--- src/rtl/coproc_pkg.sv ---
// Shared coprocessor definitions: matrix geometry, MemoryBlock port widths,
// result-area base address and the result reader state encoding.
package coproc_pkg;

    localparam int unsigned N_ELEM           = 25;
    localparam int unsigned ELEM_W           = 8;
    localparam int unsigned ELEM_IDX_W       = 5;
    localparam int unsigned MEM_ADDR_W       = 7;
    localparam int unsigned MEM_DATA_W       = 16;
    // Result write-back pre-increments its address, so element 0 lives at 1.
    localparam int unsigned RESULT_BASE_ADDR = 1;

    typedef enum logic [1:0] {
        IDLE = 2'd0,
        WAIT = 2'd1,
        SEND = 2'd2,
        DONE = 2'd3
    } rd_state_t;

endpackage

--- src/rtl/matrix_result_reader_if.sv ---
// Element stream from the result reader toward the host/display side.
//   elem_valid : element on elem_data is valid
//   elem_ready : consumer accepts the element
//   elem_data  : signed 8-bit element
//   elem_index : index k of the presented element
//   elem_last  : high with elem_valid on the final element
// master = producer (reader), slave = consumer.
interface matrix_result_reader_if;
    import coproc_pkg::*;

    logic                  elem_valid;
    logic                  elem_ready;
    logic [ELEM_W-1:0]     elem_data;
    logic [ELEM_IDX_W-1:0] elem_index;
    logic                  elem_last;

    modport master (
        output elem_valid,
        output elem_data,
        output elem_index,
        output elem_last,
        input  elem_ready
    );

    modport slave (
        input  elem_valid,
        input  elem_data,
        input  elem_index,
        input  elem_last,
        output elem_ready
    );

endinterface

--- src/rtl/matrix_result_reader.sv ---
// Drains a finished result matrix from MemoryBlock. Words {8'b0, r[7:0]} are
// fetched sequentially from BASE_ADDR, the low byte of each is presented on a
// valid/ready element stream and also packed into matrix_out (element k at
// bits [8k +: 8]). Any nonzero high byte sets the sticky hi_err flag.
// Ports:
//   clk, reset    : clock, asynchronous active-low reset
//   start         : one-cycle drain request, ignored unless idle
//   busy, done    : busy in every non-idle state; done pulses after last handshake
//   mem_addr/mem_q: MemoryBlock read port, owned only while busy
//   elem          : element stream (master side)
//   matrix_out    : packed matrix, complete when matrix_valid is high
//   hi_err        : sticky high-byte error, cleared on accepted start
module matrix_result_reader #(
    parameter int unsigned N_ELEM    = coproc_pkg::N_ELEM,
    parameter int unsigned ADDR_W    = coproc_pkg::MEM_ADDR_W,
    parameter int unsigned DATA_W    = coproc_pkg::MEM_DATA_W,
    parameter int unsigned BASE_ADDR = coproc_pkg::RESULT_BASE_ADDR,
    parameter int unsigned READ_LAT  = 2
) (
    input  logic                  clk,
    input  logic                  reset,
    input  logic                  start,
    output logic                  busy,
    output logic                  done,
    output logic [ADDR_W-1:0]     mem_addr,
    input  logic [DATA_W-1:0]     mem_q,
    matrix_result_reader_if.master elem,
    output logic [8*N_ELEM-1:0]   matrix_out,
    output logic                  matrix_valid,
    output logic                  hi_err
);
    import coproc_pkg::*;

    localparam int unsigned         CntW    = (READ_LAT > 1) ? $clog2(READ_LAT) : 1;
    localparam logic [CntW-1:0]     CntLast = CntW'(READ_LAT - 1);
    localparam logic [ELEM_IDX_W-1:0] IdxLast = ELEM_IDX_W'(N_ELEM - 1);

    rd_state_t             state_q;
    logic [CntW-1:0]       wait_q;
    logic [ELEM_IDX_W-1:0] idx_q;
    logic                  valid_q;
    logic [ELEM_W-1:0]     data_q;
    logic                  last_q;

    logic [ELEM_W-1:0]     mem_elem;
    logic                  mem_hi_nz;

    assign mem_elem  = mem_q[ELEM_W-1:0];
    assign mem_hi_nz = |mem_q[DATA_W-1:ELEM_W];

    always_ff @(posedge clk or negedge reset) begin
        if (!reset) begin
            state_q      <= IDLE;
            wait_q       <= '0;
            idx_q        <= '0;
            valid_q      <= 1'b0;
            data_q       <= '0;
            last_q       <= 1'b0;
            done         <= 1'b0;
            mem_addr     <= '0;
            matrix_out   <= '0;
            matrix_valid <= 1'b0;
            hi_err       <= 1'b0;
        end else begin
            unique case (state_q)
                IDLE: begin
                    if (start) begin
                        mem_addr     <= ADDR_W'(BASE_ADDR);
                        idx_q        <= '0;
                        wait_q       <= '0;
                        matrix_out   <= '0;
                        matrix_valid <= 1'b0;
                        hi_err       <= 1'b0;
                        state_q      <= WAIT;
                    end
                end
                WAIT: begin
                    // The capture edge is the READ_LAT-th edge after the address moved.
                    if (wait_q == CntLast) begin
                        data_q                            <= mem_elem;
                        matrix_out[idx_q*ELEM_W +: ELEM_W] <= mem_elem;
                        hi_err                            <= hi_err | mem_hi_nz;
                        last_q                            <= (idx_q == IdxLast);
                        valid_q                           <= 1'b1;
                        state_q                           <= SEND;
                    end else begin
                        wait_q <= wait_q + CntW'(1);
                    end
                end
                SEND: begin
                    if (valid_q && elem.elem_ready) begin
                        valid_q <= 1'b0;
                        last_q  <= 1'b0;
                        if (idx_q == IdxLast) begin
                            matrix_valid <= 1'b1;
                            done         <= 1'b1;
                            state_q      <= DONE;
                        end else begin
                            idx_q    <= idx_q + ELEM_IDX_W'(1);
                            mem_addr <= mem_addr + ADDR_W'(1);
                            wait_q   <= '0;
                            state_q  <= WAIT;
                        end
                    end
                end
                DONE: begin
                    done    <= 1'b0;
                    state_q <= IDLE;
                end
                default: state_q <= IDLE;
            endcase
        end
    end

    assign busy            = (state_q != IDLE);
    assign elem.elem_valid = valid_q;
    assign elem.elem_data  = data_q;
    assign elem.elem_index = idx_q;
    assign elem.elem_last  = last_q;

endmodule

--- src/flat_wrapper.sv ---
// flat-port wrapper written by rule: the top's interface ports become plain ports
module matrix_result_reader_flat import coproc_pkg::*;
#(
    parameter int unsigned N_ELEM    = coproc_pkg::N_ELEM,
    parameter int unsigned ADDR_W    = coproc_pkg::MEM_ADDR_W,
    parameter int unsigned DATA_W    = coproc_pkg::MEM_DATA_W,
    parameter int unsigned BASE_ADDR = coproc_pkg::RESULT_BASE_ADDR,
    parameter int unsigned READ_LAT  = 2
)
  (clk, reset, start, busy, done, mem_addr, mem_q, matrix_out, matrix_valid, hi_err, elem_elem_valid, elem_elem_data, elem_elem_index, elem_elem_last, elem_elem_ready);
  matrix_result_reader_if elem_i ();
  input  logic clk;
  input  logic reset;
  input  logic start;
  output logic busy;
  output logic done;
  output logic [ADDR_W-1:0] mem_addr;
  input  logic [DATA_W-1:0] mem_q;
  output logic [8*N_ELEM-1:0] matrix_out;
  output logic matrix_valid;
  output logic hi_err;
  output wire logic [$bits(elem_i.elem_valid)-1:0] elem_elem_valid;
  output wire logic [$bits(elem_i.elem_data)-1:0] elem_elem_data;
  output wire logic [$bits(elem_i.elem_index)-1:0] elem_elem_index;
  output wire logic [$bits(elem_i.elem_last)-1:0] elem_elem_last;
  input wire logic [$bits(elem_i.elem_ready)-1:0] elem_elem_ready;
  assign elem_elem_valid = elem_i.elem_valid;
  assign elem_elem_data = elem_i.elem_data;
  assign elem_elem_index = elem_i.elem_index;
  assign elem_elem_last = elem_i.elem_last;
  assign elem_i.elem_ready = elem_elem_ready;
  matrix_result_reader #(.N_ELEM(N_ELEM), .ADDR_W(ADDR_W), .DATA_W(DATA_W), .BASE_ADDR(BASE_ADDR), .READ_LAT(READ_LAT)) u_core (.clk(clk), .reset(reset), .start(start), .busy(busy), .done(done), .mem_addr(mem_addr), .mem_q(mem_q), .elem(elem_i), .matrix_out(matrix_out), .matrix_valid(matrix_valid), .hi_err(hi_err));
endmodule
--- config.mk ---
export PLATFORM = sky130hd
export DESIGN_NAME = matrix_result_reader_flat
export DESIGN_NICKNAME = d
export VERILOG_FILES = /design/src/rtl/coproc_pkg.sv /design/src/rtl/matrix_result_reader_if.sv /design/src/rtl/matrix_result_reader.sv /design/src/flat_wrapper.sv
export SDC_FILE = /design/constraint.sdc
export NUM_CORES = 1
export LEC_CHECK = 0
export BUFFER_PORTS_ARGS = -buffer_cell sky130_fd_sc_hd__buf_2
export CAP_MARGIN = 10
export CORE_ASPECT_RATIO = 0.9
export CORE_UTILIZATION = 51
export CTS_BUF_LIST = sky130_fd_sc_hd__clkbuf_4 sky130_fd_sc_hd__clkbuf_8
export CTS_CLUSTER_DIAMETER = 30
export DETAILED_ROUTE_END_ITERATION = 8
export PLACE_DENSITY = 0.81
export SETUP_SLACK_MARGIN = 0.2
export SLEW_MARGIN = 20
export SYNTH_ARGS = -nofsm -noshare
export SYNTH_HDL_FRONTEND = slang
export SYNTH_SLANG_ARGS = --single-unit
--- constraint.sdc ---
create_clock -name clk -period 3.7 [get_ports clk]
set_input_delay 0 -clock clk [delete_from_list [all_inputs] [get_ports clk]]
set_output_delay 0 -clock clk [all_outputs]
set_load 0.02 [all_outputs]
==> impl_metrics.json, run 1 <==
{
  "die_area_um2": 19420,
  "core_um2": 18410,
  "skew_ns": 0.01765,
  "antenna_found_initial": 0,
  "switchingPower_mw": 2.277,
  "wl_per_cell_um": 19.69,
  "clk_path_buf_depth": 3,
  "max_freq_ghz": 0.3191,
  "synth_top_area_cell": "dfrtp_1",
  "relSlewSlack_pct": 38.65,
  "combinationalPowerShare_pct": 21.0,
  "r2r-start": "u_core.elem.elem_index[1]$_DFFE_PN0P_",
  "cp_max_fo": 9,
  "netlist_top_cells_area": "dfrtp_1 (59%), o21ai_0 (7.1%), nand2_1 (6.8%)",
  "final_cells": 1473,
  "power_leakage_nw": 6.179,
  "min_path_type": "in2async",
  "p_per_area_nw_per_um2": 573.4,
  "insertion_delay_ns": 0.53,
  "vias_per_cell": 5.760,
  "clkPwrFrac_pct": 39.9,
  "arrival_ns": 3.60,
  "cts.htree.levels": 2,
  "swShare_pct": 32.57,
  "synth_fp_nets": 961,
  "die_y_um": 132.3,
  "yosysMostFrequentCell": "dfrtp_1",
  "fp.dieW_um": 146.8,
  "cts_buffers": 45,
  "nNetsFinal": 1219,
  "clkTransAtPathRegs_ns": 0.06,
  "dpl.hpwl_mm": 18.65,
  "drv_cap": 0,
  "seq_power_share_pct": 39.1,
  "drtIter0Drc": 618,
  "p_int_mw": 4.714,
  "reg2reg_setup_slack_ns": 0.57,
  "cts.sinks": 228,
  "cp-end-kind": "flop",
  "place_ws_ns": 0.5310,
  "status": "completed",
  "hold_viol_final": 0,
  "ys_seq_area_share_pct": 59.31,
  "syn_area_um2": 9620,
  "drtPass1Iterations": 5,
  "initial_utilization_pct": 52.27,
  "start_kind": "flop",
  "cts_tree": "built",
  "synthDistinctLibCells": 50,
  "rr_endpoint": "u_core.matrix_out[193]$_DFFE_PN0P_",
  "grt_max_degree": 129,
  "overflow": 0,
  "ant_nets": 0,
  "cts-root-buf": "clkbuf_8",
  "ios": 246,
  "final.setup.tns_ns": 0,
  "syn_to_final_growth_pct": 26.73,
  "portBuffers": 245,
  "finalSetupViolCount": 0,
  "r2r_cells": 10,
  "syn_area_per_cell_um2": 10.27,
  "antennaDiodeCount": 0,
  "rsz0062_at_grt": "false",
  "finalMaxSlewViolations": 0,
  "cp_data_required_time_ns": 4.16,
  "vias": 8484,
  "synth_flop_cell": "dfrtp_1",
  "synth_top_area_share_pct": 59.31,
  "post-route-period-util_pct": 84.71,
  "worst_pin_slew_ns": 0.9203,
  "wl_mm": 29.00,
  "yosys_warnings": 0,
  "grt_pass1_wl_mm": 45.38,
  "peakVddDrop_v": 0.0004054,
  "drc_errors": 0,
  "synth_edf_count": 0,
  "grt_pass1_vias": 8213,
  "ys_seq_elements": 228,
  "finalWorstSetupSlack_ns": 0.5659,
  "async_flop_share_pct": 100.0,
  "grt_usage_pct": 30.05,
  "drive_gt1_share_pct": 31.11,
  "critPathKind": "reg2reg",
  "synthCells": 937,
  "rows": 47,
  "fillers": 1479,
  "finalCriticalPeriod_ns": 3.134,
  "synth_common_cells": "dfrtp_1 (228), nand2_1 (175), o21ai_0 (137), nand3_1 (106), a22o_1 (42)",
  "place_inst": 1376,
  "gp_congestion": 0.8526
}
==> per-layer routing <==
metal | track usage (%) | wire [µm] | up-vias
met2 | 45.92 | 13100 | 435
li1 | - | - | 3843
met1 | 41.97 | 12490 | 4153
met4 | 9.375 | 503 | 0
met3 | 8.028 | 2899 | 53
met5 | 0 | 0 | -
==> critical path, cell delays in order (launching register included) <==
cell      delay, ns
dfrtp_1        0.53
inv_1          0.11
ha_1           0.28
nand2b_1       0.12
nor2_1         0.05
ha_1           0.32
nor3_1         0.19
nand2_1        0.13
or3_1          0.55
nor4b_4        0.59
a22o_1         0.22
==> cell families (layout without fill, tap and decap cells) <==
logic type	Yosys count	count (layout)	share of synthesized area (%)
DFF	228	228	59.31
and+or+nand+nor	383	383	19.63
buffers and inverters	73	364	3.329
AOI/OAI and AO/OA	230	230	15.26
muxes	9	9	1.053
xor gates and xnor gates	10	10	0.9105
adders and majority gates	4	4	0.5202
==> layout by cell type (no fill, tap or decap), drive strengths merged, types with 10 or more instances in the layout <==
master	count
a21oi	11
a22o	42
buf	265
clkbuf	63
clkinv	10
dfrtp	228
dlygate4sd3	14
nand2	175
nand3	107
nand4	17
nor2	30
nor3	14
o21ai	143
o41ai	16
==> worst max path at each step <==
stage / start / end / slack (ns) / depth (start not counted)
finish: u_core.elem.elem_index[1]$_DFFE_PN0P_ / u_core.matrix_out[193]$_DFFE_PN0P_ / 0.57 / 10
global route: u_core.elem.elem_index[1]$_DFFE_PN0P_ / u_core.matrix_out[193]$_DFFE_PN0P_ / 0.26 / 10
detailed placement: u_core.elem.elem_index[1]$_DFFE_PN0P_ / u_core.matrix_out[16]$_DFFE_PN0P_ / 0.53 / 10
CTS: u_core.elem.elem_index[1]$_DFFE_PN0P_ / u_core.matrix_out[24]$_DFFE_PN0P_ / 0.49 / 10
floorplan: u_core.elem.elem_index[0]$_DFFE_PN0P_ / u_core.matrix_out[70]$_DFFE_PN0P_ / 0.63 / 13
global placement: u_core.elem.elem_index[1]$_DFFE_PN0P_ / u_core.matrix_out[20]$_DFFE_PN0P_ / 0.67 / 10
==> timing repair <==
item                                   4_1_cts  5_1_grt
setup endpoints to repair                    0       23
endpoints found under the hold margin      152        0
resized for setup                            0        1
buffers inserted                             0        3
hold buffers                                14        0
==> state kept, by name, summed over array words and instances (netlist names) <==
signal	flops
u_core.elem.elem_last	1
u_core.state_q	2
u_core.matrix_valid	1
u_core.wait_q	1
u_core.matrix_out	200
u_core.mem_addr	7
u_core.done	1
u_core.hi_err	1
u_core.elem.elem_valid	1
u_core.elem.elem_index	5
u_core.elem.elem_data	8
==> metrics by stage <==
| stage | total power [mW] | hold slack [ns] | cell area, µm² | utilization [%] |
|---|---|---|---|---|
| after floorplan | 3.702 | -0.2956 | 9620 | - |
| after global placement | 4.177 | 0.06408 | 11020 | 59.85 |
| after detailed placement | 4.199 | 0.06151 | 11020 | 59.85 |
| after CTS | 7.007 | 0.1009 | 12160 | 66.09 |
| after global routing | 7.282 | 0.1505 | 12190 | 66.24 |
| final | 6.991 | 0.08269 | 12190 | 66.24 |
==> area by class of cell <==
class	count	area [µm²]	area share, %
Sequential cell	228	5705	46.80
Inverter	5	18.77	0.1539
Multi-Input combinational cell	636	3602	29.55
Tap cell	245	306.5	2.514
Clock inverter	17	196.4	1.611
Clock buffer	63	810.8	6.650
Timing Repair Buffer	279	1551	12.73
==> power by group through the flow <==
stage | clock (mW) | combinational, mW | sequential (mW)
2_1_floorplan | 0 | 0.833 | 2.87
3_3_place_gp | 0 | 1.41 | 2.76
3_5_place_dp | 0 | 1.43 | 2.77
4_1_cts | 2.83 | 1.45 | 2.73
5_1_grt | 2.95 | 1.59 | 2.74
6_report | 2.79 | 1.47 | 2.73
Note: power is estimated with default switching activity, not from simulation.
==> run 2, diff against run 1 <==
--- a/config.mk
+++ b/config.mk
@@ -5,6 +5,7 @@
 export SDC_FILE = /design/constraint.sdc
 export NUM_CORES = 1
 export LEC_CHECK = 0
+export ABC_AREA = 1
 export BUFFER_PORTS_ARGS = -buffer_cell sky130_fd_sc_hd__buf_2
 export CAP_MARGIN = 10
 export CORE_ASPECT_RATIO = 0.9
@@ -12,7 +13,7 @@
 export CTS_BUF_LIST = sky130_fd_sc_hd__clkbuf_4 sky130_fd_sc_hd__clkbuf_8
 export CTS_CLUSTER_DIAMETER = 30
 export DETAILED_ROUTE_END_ITERATION = 8
-export PLACE_DENSITY = 0.81
+export PLACE_DENSITY = 0.8
 export SETUP_SLACK_MARGIN = 0.2
 export SLEW_MARGIN = 20
 export SYNTH_ARGS = -nofsm -noshare
==> constraint.sdc (replaced) <==
create_clock -name clk -period 2.94 [get_ports clk]
set_input_delay 0 -clock clk [delete_from_list [all_inputs] [get_ports clk]]
set_output_delay 0 -clock clk [all_outputs]
set_load 0.02 [all_outputs]
==> impl_metrics.json, run 2 <==
{
  "final.setup.tns_ns": 0,
  "ios": 246,
  "cp_data_required_time_ns": 3.36,
  "netlist_top_cells_area": "dfrtp_1 (53%), nand3_1 (15%), nand2_1 (12%)",
  "p_per_area_nw_per_um2": 807.6,
  "synth_compound_area_share_pct": 1.593,
  "r2r_cells": 13,
  "rr_endpoint": "u_core.matrix_out[192]$_DFFE_PN0P_",
  "initial_utilization_pct": 51.80,
  "regMostFlops": "u_core.matrix_out",
  "yosys.area_share.simple_pct": 38.42,
  "syn_area_um2": 10760,
  "largest_register_ffs": 200,
  "cts.sinks": 228,
  "whs_ns": 0.07802,
  "vias_per_cell": 5.663,
  "ys_seq_area_share_pct": 53.03,
  "drtPass1Iterations": 6,
  "place_inst": 1804,
  "cts.htree.levels": 2,
  "drtIter0Drc": 1141,
  "core_um2": 20770,
  "syn_area_per_cell_um2": 8.151,
  "cp-end-kind": "flop",
  "skew_ns": 0.01497,
  "antenna_found_initial": 0,
  "finalMaxSlewViolations": 0,
  "die_area_um2": 21680,
  "antennaDiodeCount": 0,
  "peakVddDrop_v": 0.0006052,
  "max_freq_ghz": 0.3712,
  "worst_pin_slew_ns": 0.9448,
  "synthCells": 1320,
  "arrival_ns": 3.12,
  "yosysMostFrequentCell": "nand2_1",
  "synth_top_area_cell": "dfrtp_1",
  "synth_edf_count": 0,
  "power_leakage_nw": 8.009,
  "overflow": 0,
  "clk_path_buf_depth": 3,
  "synth_top_family_by_area": "simple AND/OR/NAND/NOR gates",
  "grt_pass1_vias": 9986,
  "critPathKind": "reg2reg",
  "reg2reg_setup_slack_ns": 0.25,
  "synth_flop_cell": "dfrtp_1",
  "finalSetupViolCount": 0,
  "dpl.hpwl_mm": 23.32,
  "start_kind": "flop",
  "synth_common_cells": "nand2_1 (330), nand3_1 (316), dfrtp_1 (228), nor2_1 (97), inv_1 (77)",
  "finalCriticalPeriod_ns": 2.694,
  "drc_errors": 0,
  "post-route-period-util_pct": 91.63,
  "final_cells": 1915,
  "rows": 50,
  "startpoint": "u_core.elem.elem_index[1]$_DFFE_PN0P_",
  "cts-root-buf": "clkbuf_8",
  "wl_per_cell_um": 18.01,
  "grt_pass1_wl_mm": 53.38,
  "rsz0062_at_grt": "true",
  "grt_max_degree": 193,
  "clkTransAtPathRegs_ns": 0.06,
  "mostFrequentLayoutCell": "nand2_1",
  "synth_top_area_share_pct": 53.03,
  "ant_nets": 0,
  "grt_usage_pct": 31.64,
  "status": "completed",
  "cp_max_fo": 10,
  "min_path_type": "in2async",
  "vias": 10850,
  "die_y_um": 139.8,
  "wl_mm": 34.48,
  "cts_buffers": 46,
  "async_flop_share_pct": 100.0,
  "syn_to_final_growth_pct": 27.11,
  "relSlewSlack_pct": 37.01,
  "synth.area.mux_share_pct": 0,
  "r2r-start": "u_core.elem.elem_index[1]$_DFFE_PN0P_",
  "total_power_mw": 11.04,
  "fp.dieW_um": 155.1,
  "nNetsFinal": 1620,
  "gp_congestion": 0.9174,
  "portBuffers": 245,
  "synthAdderAreaFrac_pct": 0.4652,
  "drive_gt1_share_pct": 25.23,
  "synthDistinctLibCells": 32,
  "cts_tree": "built",
  "most-common-layout-cells": "nand2_1 (323), nand3_1 (316), buf_2 (244), dfrtp_1 (228), nor2_1 (94)",
  "insertion_delay_ns": 0.55,
  "hold_viol_final": 0,
  "ys_seq_elements": 228,
  "drv_cap": 0,
  "yosys_warnings": 0,
  "synthXorXnorAreaFrac_pct": 0.2442,
  "synth_fp_nets": 1344
}
[run 2: changes by cell type in the layout (fill, tap and decap cells not counted), moves of 11 or more]
cell / previous run / this run
buf_4: 18 / 40
nor2_4: 0 / 12
nor2_1: 26 / 94
nand4_1: 17 / 76
o41ai_1: 12 / 0
inv_1: 5 / 75
nand2_2: 0 / 11
a22o_1: 42 / 0
nand2_1: 175 / 323
o21ai_0: 137 / 18
nand3_1: 105 / 316
nor3_1: 5 / 38
[run 2: repair_timing]
| item | in CTS | in global routing |
|---|---|---|
| endpoints found under the setup margin | 0 | 135 |
| setup buffers | 0 | 16 |
| gates resized for setup | 0 | 10 |
| endpoints found under the hold margin | 126 | 0 |
| hold buffers | 14 | 0 |
[run 2: critical path, stage by stage, from the launching register on]
cell and delay, ns:
dfrtp_1 0.41, inv_1 0.11, ha_1 0.23, nand2_1 0.16
nor2_1 0.06, ha_1 0.20, inv_1 0.12, nand3_1 0.18
nor2_1 0.17, nand2_1 0.13, nor2_4 0.31, nand2_1 0.27
nand3_1 0.14, nand2_1 0.08
[run 2: cell families after synthesis]
logic type	after synthesis
buf+inv	162
simple gates	892
fa+ha+maj	4
compound gates	31
xor+xnor	3
flops	228
[run 2: worst max-delay path by stage]
stage | end | slack (ns) | cells after the start
6_report | u_core.matrix_out[192]$_DFFE_PN0P_ | 0.25 | 13
5_1_grt | u_core.matrix_out[76]$_DFFE_PN0P_ | 0.13 | 12
4_1_cts | u_core.matrix_out[189]$_DFFE_PN0P_ | 0.21 | 12
3_5_place_dp | u_core.matrix_out[186]$_DFFE_PN0P_ | 0.25 | 12
3_3_place_gp | u_core.matrix_out[187]$_DFFE_PN0P_ | 0.37 | 12
2_1_floorplan | u_core.matrix_out[0]$_DFFE_PN0P_ | 0.28 | 15
[run 2: per-layer routing]
metal / GRT usage (%) / part of all wire (%) / vias up
met4: 11.46 / 2.5 / 0
met2: 49.05 / 45 / 601
li1: - / - / 5011
met1: 44.27 / 42 / 5164
met5: 0 / 0 / -
met3: 6.166 / 9.9 / 69
[run 2: area by class of cell]
| cell class | count | area [µm²] |
|---|---|---|
| Fill cell | 1747 | 7094 |
| Sequential cell | 228 | 5705 |
| Multi-Input combinational cell | 930 | 4412 |
| Timing Repair Buffer | 303 | 1757 |
| Clock buffer | 58 | 773.2 |
| Tap cell | 286 | 357.8 |
| Clock inverter | 23 | 339.1 |
| Inverter | 87 | 331.6 |
[run 2: power by group]
part           total (mW)  switching [mW]  internal (mW)
Combinational        3.78            3.01          0.776
Clock                3.91            1.46           2.45
Sequential           3.36          0.0911           3.26
[run 2: through the flow]
| step | util (%) | area (µm²) | worst slack (ns) |
|---|---|---|---|
| after CTS | 65.10 | 13520 | 0.2075 |
| after detailed placement | 59.07 | 12270 | 0.2536 |
| final | 65.84 | 13680 | 0.2460 |
| after global routing | 65.84 | 13680 | 0.1295 |
| after global placement | 59.07 | 12270 | 0.3738 |
| after floorplan | - | 10760 | 0.2790 |
